### src/rtl/spi_frame_receiver_if.sv
// -----------------------------------------------------------------------------
// spi_frame_receiver_if
// This interface bundles the serial-side and consumer-side signals of
// spi_frame_receiver. The clock (SLK) and the reset (rst) stay plain ports.
//   CS         master->slave  frame enable, active-high
//   MOSI       master->slave  serial data, MSB first
//   data_ack   master->slave  consumer accepts data_out
//   data_out   slave->master  last accepted 16-bit word
//   data_valid slave->master  data_out holds an unconsumed word
//   overrun    slave->master  sticky: a completed word was dropped
//   frame_err  slave->master  one-cycle pulse on abort (or parity fail)
//   busy       slave->master  a frame is partially received
// -----------------------------------------------------------------------------
interface spi_frame_receiver_if;
  logic        CS;
  logic        MOSI;
  logic        data_ack;
  logic [15:0] data_out;
  logic        data_valid;
  logic        overrun;
  logic        frame_err;
  logic        busy;

  modport master (
    output CS, MOSI, data_ack,
    input  data_out, data_valid, overrun, frame_err, busy
  );

  modport slave (
    input  CS, MOSI, data_ack,
    output data_out, data_valid, overrun, frame_err, busy
  );
endinterface

### src/rtl/spi_frame_receiver.sv
// -----------------------------------------------------------------------------
// spi_frame_receiver
// Serial frame receiver. While CS is high, one MOSI bit is sampled on every
// rising SLK edge, MSB first. A completed 16-bit word is handed to the
// consumer through a single-entry holding register (data_out/data_valid)
// with a data_ack handshake. A word that completes while the holding
// register is still full is dropped and flagged by the sticky overrun.
// Ports:
//   SLK   - the single clock, rising edge
//   rst   - asynchronous reset, active-low
//   bus   - spi_frame_receiver_if.slave (CS, MOSI, data_ack in;
//           data_out, data_valid, overrun, frame_err, busy out)
// Optional feature macro: RX_PARITY_EN
//   Defined: frames are 17 bits long, the last bit being an even-parity bit
//   over the 16 data bits; a parity failure discards the word and pulses
//   frame_err. Undefined: frames are 16 bits long, no parity logic.
// -----------------------------------------------------------------------------
module spi_frame_receiver (
  input  logic                 SLK,
  input  logic                 rst,
  spi_frame_receiver_if.slave  bus
);

`ifdef RX_PARITY_EN
  localparam int unsigned N    = 17;
  // All 16 data bits are held in the register; the parity bit arrives on MOSI.
  localparam int unsigned SR_W = 16;

  // Even parity: data plus parity bit must contain an even number of ones.
  function automatic logic parity_ok(input logic [15:0] data, input logic par);
    parity_ok = ~(^{data, par});
  endfunction
`else
  localparam int unsigned N    = 16;
  // The 16th bit is taken straight from MOSI on the completing edge, so only
  // the first 15 bits need to be stored.
  localparam int unsigned SR_W = 15;
`endif

  localparam logic [4:0] LAST_CNT = 5'(N - 1);

  typedef enum logic [0:0] {
    ST_IDLE  = 1'b0,
    ST_SHIFT = 1'b1
  } state_t;

  state_t          r_state;
  state_t          w_state_nxt;
  logic [4:0]      r_cnt;
  logic [4:0]      w_cnt_nxt;
  logic [SR_W-1:0] r_shift;
  logic [SR_W-1:0] w_shift_nxt;

  logic [15:0]     r_data_out;
  logic            r_data_valid;
  logic            r_overrun;
  logic            r_frame_err;
  logic            r_busy;
  logic [15:0]     w_data_out_nxt;
  logic            w_data_valid_nxt;
  logic            w_overrun_nxt;
  logic            w_frame_err_nxt;
  logic            w_busy_nxt;

  logic            w_last;
  logic            w_abort;
  logic            w_good;
  logic [15:0]     w_word;

  assign w_last  = bus.CS && (r_state == ST_SHIFT) && (r_cnt == LAST_CNT);
  assign w_abort = !bus.CS && (r_state == ST_SHIFT) && (r_cnt != 5'd0);

`ifdef RX_PARITY_EN
  assign w_word = r_shift;
  assign w_good = w_last && parity_ok(r_shift, bus.MOSI);
`else
  assign w_word = {r_shift, bus.MOSI};
  assign w_good = w_last;
`endif

  // State register plus datapath and registered outputs.
  always_ff @(posedge SLK or negedge rst) begin
    if (!rst) begin
      r_state      <= ST_IDLE;
      r_cnt        <= 5'd0;
      r_shift      <= '0;
      r_data_out   <= 16'h0000;
      r_data_valid <= 1'b0;
      r_overrun    <= 1'b0;
      r_frame_err  <= 1'b0;
      r_busy       <= 1'b0;
    end else begin
      r_state      <= w_state_nxt;
      r_cnt        <= w_cnt_nxt;
      r_shift      <= w_shift_nxt;
      r_data_out   <= w_data_out_nxt;
      r_data_valid <= w_data_valid_nxt;
      r_overrun    <= w_overrun_nxt;
      r_frame_err  <= w_frame_err_nxt;
      r_busy       <= w_busy_nxt;
    end
  end

  // Next-state logic: frame sequencing, bit counter and shift register.
  always_comb begin
    w_state_nxt = r_state;
    w_cnt_nxt   = r_cnt;
    w_shift_nxt = r_shift;
    case (r_state)
      ST_IDLE: begin
        if (bus.CS) begin
          // The first bit is sampled on the same edge that leaves IDLE.
          w_state_nxt = ST_SHIFT;
          w_cnt_nxt   = 5'd1;
          w_shift_nxt = {r_shift[SR_W-2:0], bus.MOSI};
        end else begin
          w_state_nxt = ST_IDLE;
          w_cnt_nxt   = 5'd0;
          w_shift_nxt = r_shift;
        end
      end
      ST_SHIFT: begin
        if (bus.CS) begin
          // Stay in SHIFT across a completion so back-to-back frames need no gap.
          w_state_nxt = ST_SHIFT;
          if (w_last) begin
            w_cnt_nxt   = 5'd0;
            w_shift_nxt = '0;
          end else begin
            w_cnt_nxt   = r_cnt + 5'd1;
            w_shift_nxt = {r_shift[SR_W-2:0], bus.MOSI};
          end
        end else begin
          // Either a clean gap (count 0) or an abort; the partial word is dropped.
          w_state_nxt = ST_IDLE;
          w_cnt_nxt   = 5'd0;
          w_shift_nxt = '0;
        end
      end
      default: begin
        w_state_nxt = ST_IDLE;
        w_cnt_nxt   = 5'd0;
        w_shift_nxt = '0;
      end
    endcase
  end

  // Output logic: holding register, overrun, error pulse and busy.
  always_comb begin
    w_data_out_nxt   = r_data_out;
    w_data_valid_nxt = r_data_valid;
    w_overrun_nxt    = r_overrun;
    w_frame_err_nxt  = w_abort || (w_last && !w_good);
    w_busy_nxt       = (w_cnt_nxt != 5'd0);
    if (w_good) begin
      if (!r_data_valid || bus.data_ack) begin
        // Accepted; an ack on the same edge consumes the previous word and
        // therefore also clears a pending overrun.
        w_data_out_nxt   = w_word;
        w_data_valid_nxt = 1'b1;
        if (r_data_valid) begin
          w_overrun_nxt = 1'b0;
        end else begin
          w_overrun_nxt = r_overrun;
        end
      end else begin
        w_overrun_nxt = 1'b1;
      end
    end else begin
      if (r_data_valid && bus.data_ack) begin
        w_data_valid_nxt = 1'b0;
        w_overrun_nxt    = 1'b0;
      end else begin
        w_data_valid_nxt = r_data_valid;
        w_overrun_nxt    = r_overrun;
      end
    end
  end

  assign bus.data_out   = r_data_out;
  assign bus.data_valid = r_data_valid;
  assign bus.overrun    = r_overrun;
  assign bus.frame_err  = r_frame_err;
  assign bus.busy       = r_busy;

endmodule

### src/flat_wrapper.sv
// flat-port wrapper written by rule: the top's interface ports become plain ports
module spi_frame_receiver_flat 
  (SLK, rst, bus_CS, bus_MOSI, bus_data_ack, bus_data_out, bus_data_valid, bus_overrun, bus_frame_err, bus_busy);
  spi_frame_receiver_if bus_i ();
  input  logic SLK;
  input  logic rst;
  input wire logic [$bits(bus_i.CS)-1:0] bus_CS;
  input wire logic [$bits(bus_i.MOSI)-1:0] bus_MOSI;
  input wire logic [$bits(bus_i.data_ack)-1:0] bus_data_ack;
  output wire logic [$bits(bus_i.data_out)-1:0] bus_data_out;
  output wire logic [$bits(bus_i.data_valid)-1:0] bus_data_valid;
  output wire logic [$bits(bus_i.overrun)-1:0] bus_overrun;
  output wire logic [$bits(bus_i.frame_err)-1:0] bus_frame_err;
  output wire logic [$bits(bus_i.busy)-1:0] bus_busy;
  assign bus_i.CS = bus_CS;
  assign bus_i.MOSI = bus_MOSI;
  assign bus_i.data_ack = bus_data_ack;
  assign bus_data_out = bus_i.data_out;
  assign bus_data_valid = bus_i.data_valid;
  assign bus_overrun = bus_i.overrun;
  assign bus_frame_err = bus_i.frame_err;
  assign bus_busy = bus_i.busy;
  spi_frame_receiver u_core (.SLK(SLK), .rst(rst), .bus(bus_i));
endmodule
### config.mk
export PLATFORM = sky130hd
export DESIGN_NAME = spi_frame_receiver_flat
export DESIGN_NICKNAME = d
export VERILOG_FILES = /design/src/rtl/spi_frame_receiver_if.sv /design/src/rtl/spi_frame_receiver.sv /design/src/flat_wrapper.sv
export SDC_FILE = /design/constraint.sdc
export NUM_CORES = 1
export LEC_CHECK = 0
export ABC_AREA = 0
export ABC_CLOCK_PERIOD_IN_PS = 2260
export CORE_MARGIN = 8
export CORE_UTILIZATION = 53
export CTS_CLUSTER_SIZE = 25
export DETAILED_ROUTE_END_ITERATION = 12
export PLACE_DENSITY_LB_ADDON = 0.12
export RECOVER_POWER = 25
export SYNTH_ARGS = -nofsm -noshare
export SYNTH_HDL_FRONTEND = slang
export SYNTH_SLANG_ARGS = --single-unit
export TNS_END_PERCENT = 5
### constraint.sdc
create_clock -name SLK -period 2.26 [get_ports SLK]
set_input_delay 0.226 -clock SLK [delete_from_list [all_inputs] [get_ports SLK]]
set_output_delay 0.226 -clock SLK [all_outputs]
set_load 0.03 [all_outputs]
==> results.md, run 1 <==
* Pwr dens at 568 nW/µm²
* DP Worst Slack at 0.274 ns
* CTS tree: yes
* Vias in the first global route at 1177
* H-tree depth at 2
* Critical Path Start Type: flop
* Overall global routing resource usage at 0.132
* Pins Over Slew Limit at 42
* Slowest CP cell: dfrtp_1
* Wirelength per Cell at 14.4 µm
* Die H at 73.1 µm
* Aggregate global routing overflow at 0
* Hold WC Path Type: in -> reg
* Status: finished, violations left
* Fmax at 498 MHz
* Fin util at 0.659
* Leak pwr at 0.917 nW
* Max incr delay on CP at 0.42 ns
* Initial Util at 0.562
* Layout cells sized above 1 at 0.169
* Distinct cells, synth at 29
* DRT iter0 DRCs at 89
* Fin worst setup slack at 0.250 ns
* Minimum clock period at 2.01 ns
* I/O Buffers at 24
* Cells after DPL at 210
* Top area cells in the synthesized netlist: dfrtp_1 (59%), mux2_4 (8.7%), nand2_1 (6.7%)
* Commonest cells after routing, fill and taps aside: dfrtp_1 (41), nand2_1 (31), clkdlybuf4s50_1 (22)
* Post-route DRC at 0
* WL final at 3.12 mm
* Hold violation count in the final report at 0
* Crit-path max FO at 16
* Row count at 20
* Synthesized cell area at 1730 µm²
* Vias per cell at 5.19
* CTS resizes at 0
* Clock root buffer: clkbuf_4
* Max clock buf depth at 2
* CTS Hold Bufs at 0
* Chip Width at 73.1 µm
* Setup Fix Bufs, Post-CTS at 0
* Clock latency on the worst-skew pair at 0.33 ns
* Sequential share of the synthesized area at 0.593
* Largest net degree at the start of global routing at 42
* Final setup violation count at 0
* Worst Skew at 0.0105 ns
* Clock sink count at 41
* Max rail drop VDD at 323 µV
* Mapped Nets at 154
* Post-synth top area cell: dfrtp_1
* Relative slew margins at -0.376
* Final antenna diode count at 0
* Worst Path Required at 2.48 ns
* Reg clk slew, reported paths at 0.11 ns
* Die area at 5350 µm²
* Ys Warns at 0
* Fin crit share at 0.889
* Slew @ Worst Pin at 2.06 ns
* Routability cong. at 0.752
* Mean Syn Cell Area at 11.8 µm²
* Initial antenna violation count at 0
* Setup repair after global routing missed its margin: false
* CP Data Arrival Time at 2.23 ns
* Nets at 180
* Vias at 1120
* Area share of the largest cell type after synthesis at 0.593
* Max-cap viol count at 1
* Hpwl dp at 2.15 mm
* Layout area overhead at 17.2%
* Setup TNS at 0 ns
* Crit-path cells: ha_1 -> and4b_4 -> nand3_4 -> a21oi_4 -> buf_4 -> mux2_2
* Cts bufs inserted at 5
* Mapped Cells at 147
* First-pass GRT wire length at 5.51 mm
* DRT Pass-1 Iters at 4
* ANT nets after route at 0
* Core ar. at 3080 µm²
* Post-route non-filler standard cell count at 216
* Worst Hold Slack at 0.453 ns
* CP Capture Type: flop
* Seq cells post-synth at 41
* Commonest non-fill, non-tap cell in the layout: dfrtp_1
* Critical path class: reg -> reg
* IO Pins at 25
* Failing checks: capacitance limit, slew limit
-- metrics by stage --
stage,area (µm²),power [W]
2_1_floorplan,1730,0.000814
3_3_place_gp,1990,0.000848
3_5_place_dp,1990,0.000852
4_1_cts,2030,0.00117
5_1_grt,2030,0.00121
6_report,2030,0.00115
-- Yosys cell counts --
library cell,n
clkbuf_1,3
or2_2,1
buf_4,1
mux2_4,10
dfrtp_1,41
clkbuf_2,1
nor3_1,2
mux2_2,6
inv_1,5
ha_1,2
nand2b_1,1
nand3_1,2
o21ai_0,3
buf_12,1
nor2b_1,1
a21oi_4,1
and3_1,2
nand2_1,31
and4b_4,1
o21a_1,1
and2_1,2
xnor2_1,1
a31oi_1,2
nand3_4,1
nor2_1,5
or4b_2,1
a2bb2oi_1,1
a21oi_1,17
buf_2,1
-- logic make-up after synthesis --
logic type                 count (synthesis)  synth area share
AOI/OAI and AO/OA                         25            0.0839
DFF                                       41             0.593
xor gates and xnor gates                   1           0.00506
buffers and inverters                     12            0.0390
adders and majority gates                  2            0.0145
muxes                                     16             0.126
and+or+nand+nor                           50             0.139
-- worst max-delay path, delay by kind of cell, from the launching register on --
| family | cells | cell delay [ns] |
|---|---|---|
| AO/OA/AOI/OAI | 1 | 0.12 |
| adder cells (fa/ha/maj) | 1 | 0.30 |
| buffers and inverters | 1 | 0.28 |
| flip-flops | 1 | 0.42 |
| multiplexers | 1 | 0.37 |
| AND/OR/NAND/NOR | 2 | 0.41 |
-- where the power goes --
| group | internal (W) | total, W | leakage, nW | switching, W |
|---|---|---|---|---|
| sequential | 0.000749 | 0.000763 | 0.562 | 0.0000136 |
| clock | 0.000108 | 0.000317 | 0.0269 | 0.000209 |
| combinational | 0.0000248 | 0.0000728 | 0.328 | 0.0000480 |
-- flip-flops by register name, indices dropped and copies added, names as in the netlist --
name                   flops
u_core.bus.busy            1
u_core.bus.frame_err       1
u_core.bus.data_valid      1
u_core.bus.data_out       16
u_core.r_cnt               5
u_core.r_shift            15
u_core.bus.overrun         1
u_core.r_state             1
-- area by class of cell --
type,instances,area (µm²)
fill,251,1050
sequential,41,1030
multi-input combinational,94,637
timing repair buffer,26,249
tap,44,55.1
clock buffer,5,37.5
inverter,5,18.8
clock inverter,1,5.00
-- final timing paths --
check,from,endpoint,slack [ns],depth (start not counted)
setup / recovery,u_core.r_cnt[0],u_core.bus.data_out[3],0.25,6
hold / removal,bus_MOSI,u_core.r_shift[0],0.45,3
setup reg to reg,u_core.r_cnt[0],u_core.bus.data_out[3],0.25,6
hold reg to reg,u_core.r_shift[14],u_core.bus.data_out[15],0.51,1
max in group asynchronous,rst,u_core.bus.data_out[2],0.61,1
min in group asynchronous,rst,u_core.r_cnt[0],0.47,1
-- layer usage --
metal | track usage | part of all wire
met5 | 0 | 0
met4 | 0.0667 | 0.015
met3 | 0.0481 | 0.068
met2 | 0.210 | 0.48
met1 | 0.154 | 0.44
No activity file was read; power rests on OpenSTA's default activity.
==> run 2: changes to the inputs <==
--- a/config.mk
+++ b/config.mk
@@ -13,6 +13,7 @@
 export DETAILED_ROUTE_END_ITERATION = 12
 export PLACE_DENSITY_LB_ADDON = 0.12
 export RECOVER_POWER = 25
+export SKIP_CTS_REPAIR_TIMING = 1
 export SYNTH_ARGS = -nofsm -noshare
 export SYNTH_HDL_FRONTEND = slang
 export SYNTH_SLANG_ARGS = --single-unit
==> results of run 2 <==
No change in the layout: final DEF, timing and power equal those of run 1.
==> run 3: changes to the inputs <==
--- a/config.mk
+++ b/config.mk
@@ -8,9 +8,10 @@
 export ABC_AREA = 0
 export ABC_CLOCK_PERIOD_IN_PS = 2260
 export CORE_MARGIN = 8
-export CORE_UTILIZATION = 53
+export CORE_UTILIZATION = 55
 export CTS_CLUSTER_SIZE = 25
 export DETAILED_ROUTE_END_ITERATION = 12
+export DONT_BUFFER_PORTS = 1
 export PLACE_DENSITY_LB_ADDON = 0.12
 export RECOVER_POWER = 25
 export SKIP_CTS_REPAIR_TIMING = 1
==> run 3 against run 2 <==
  * The flow now finishes without violations
  * Sequential share of layout area increased by 5.0 points
  * Sequential cell count unchanged
  * Combinational power decreased by 15%
  * Largest cell class unchanged
  * Die area decreased by 2.9%
  * Count of clock-buffer cells in the layout increased by 3
  * Worst hold slack got worse by 0.44 ns
  * Fmax increased by 2.2%
  * Clock skew decreased by 0.0056 ns
  * Routed wire length decreased by 6.2%
==> results.md, run 3 (synthesis gave the netlist of run 1 again) <==
* Cts bufs inserted at 5 (unchanged)
* Post-route non-filler standard cell count at 199 (-7.9%)
* Clock root buffer: clkbuf_4
* Initial Util at 0.571 (+0.00929)
* Max rail drop VDD at 416 µV (+29%)
* Row count at 20 (unchanged)
* Reg clk slew, reported paths at 0.11 ns (about the same)
* Layout cells sized above 1 at 0.187 (+0.0185)
* Minimum clock period at 1.97 ns (-0.0437 ns)
* First-pass GRT wire length at 5.01 mm (-9.0%)
* Clock latency on the worst-skew pair at 0.34 ns (about the same)
* Overall global routing resource usage at 0.125 (-0.00756)
* Pwr dens at 634 nW/µm² (+12%)
* Pins Over Slew Limit at 0 (-100%)
* Aggregate global routing overflow at 0 (unchanged)
* Vias per cell at 5.35 (+3.1%)
* I/O Buffers at 0 (-100%)
* CTS tree: yes
* WL final at 2.92 mm (-6.2%)
* Wirelength per Cell at 14.7 µm (+1.8%)
* Worst Hold Slack at 0.00836 ns (-0.444 ns)
* Leak pwr at 0.855 nW (-6.7%)
* Fin worst setup slack at 0.294 ns (+0.0437 ns)
* Core ar. at 3030 µm² (-1.6%)
* Reg2Reg Depth at 6 (unchanged)
* Max FFs per register at 16 (unchanged)
* Vias in the first global route at 1023 (-13%)
* ANT nets after route at 0 (unchanged)
* H-tree depth at 2 (unchanged)
* Reg2reg setup slack at 0.29 ns (+0.04 ns)
* Hpwl dp at 1.92 mm (-11%)
* Relative slew margins at 0.360 (+0.737)
* Critical Path Start Type: flop
* Setup TNS at 0 ns (unchanged)
* Setup repair after global routing missed its margin: false
* Min-Delay Path Depth at 2 (-1)
* Chip Width at 72.1 µm (-1.4%)
* Hold violation count in the final report at 0 (unchanged)
* Max clock buf depth at 2 (unchanged)
* Crit-path max FO at 16 (unchanged)
* Nets at 161 (-11%)
* Commonest non-fill, non-tap cell in the layout: dfrtp_1
* DRT Pass-1 Iters at 4 (unchanged)
* Final setup violation count at 0 (unchanged)
* Clock sink count at 41 (unchanged)
* CP Capture Type: flop
* Layout area overhead at 6.65%
* Worst Path Required at 2.50 ns (+0.02 ns)
* CP Data Arrival Time at 2.20 ns (-0.03 ns)
* Routability cong. at 0.715 (-5.0%)
* Hold WC Path Type: in -> reg
* Commonest cells after routing, fill and taps aside: dfrtp_1 (41), nand2_1 (31), a21oi_1 (17)
* Max-cap viol count at 0 (-1)
* Die area at 5200 µm² (-2.9%)
* Cells after DPL at 186 (-11%)
* Critical path class: reg -> reg
* Fin crit share at 0.870 (-0.0194)
* Initial antenna violation count at 0 (unchanged)
* DRT iter0 DRCs at 67 (-25%)
* Vias at 1064 (-5.0%)
* Die H at 72.1 µm (-1.4%)
* Post-route DRC at 0 (unchanged)
* Final antenna diode count at 0 (unchanged)
* Fin util at 0.610 (-0.0494)
* Largest net degree at the start of global routing at 42 (unchanged)
* Fillers at 242 (-3.6%)
* IO Pins at 25 (unchanged)
* DP Worst Slack at 0.316 ns (+0.0412 ns)
* Slew @ Worst Pin at 0.960 ns (-1.11 ns)
* Status: finished clean
* Worst Skew at 0.00495 ns (-0.00555 ns)
* Fmax at 509 MHz (+2.2%)
==> run 3: report_power, final <==
group          internal [W]  switching [W]
registers          0.000749      0.0000192
clock network      0.000124       0.000215
logic             0.0000220      0.0000403
==> run 3: metrics by stage <==
step                instance area [µm²]  power, W
detailed placement                 1750  0.000825
global placement                   1750  0.000823
global route                       1850   0.00123
CTS                                1800   0.00117
floorplan                          1730  0.000814
finish                             1850   0.00117
==> run 3: worst paths after layout <==
| path | startpoint | to |
|---|---|---|
| worst min register to register | u_core.r_shift[14] | u_core.bus.data_out[15] |
| min in group asynchronous | rst | u_core.bus.busy |
| worst max-delay path | u_core.r_cnt[0] | u_core.bus.data_out[3] |
| worst max register to register | u_core.r_cnt[0] | u_core.bus.data_out[3] |
| worst min-delay path | bus_CS | u_core.r_cnt[4] |
| max in group asynchronous | rst | u_core.bus.data_out[14] |
==> run 3: metal layers <==
metal / wire length, µm / GRT usage
met1: 1340 / 0.154
met2: 1320 / 0.184
met3: 221 / 0.0592
met4: 43 / 0.0476
met5: 0 / 0
==> run 3: layout make-up <==
class,instances,area [µm²],area share
inverters,5,18.8,0.0102
well taps,44,55.1,0.0298
repair buffers,7,60.1,0.0325
multi-input cells,94,637,0.345
clock buffers,8,48.8,0.0264
flip-flops and latches,41,1030,0.556
==> run 3: critical path: stages (launching register included) <==
cell and delay, ns:
dfrtp_1 0.42, ha_1 0.28, and4b_4 0.29, nand3_4 0.09, a21oi_4 0.12, buf_4 0.29, mux2_2 0.37
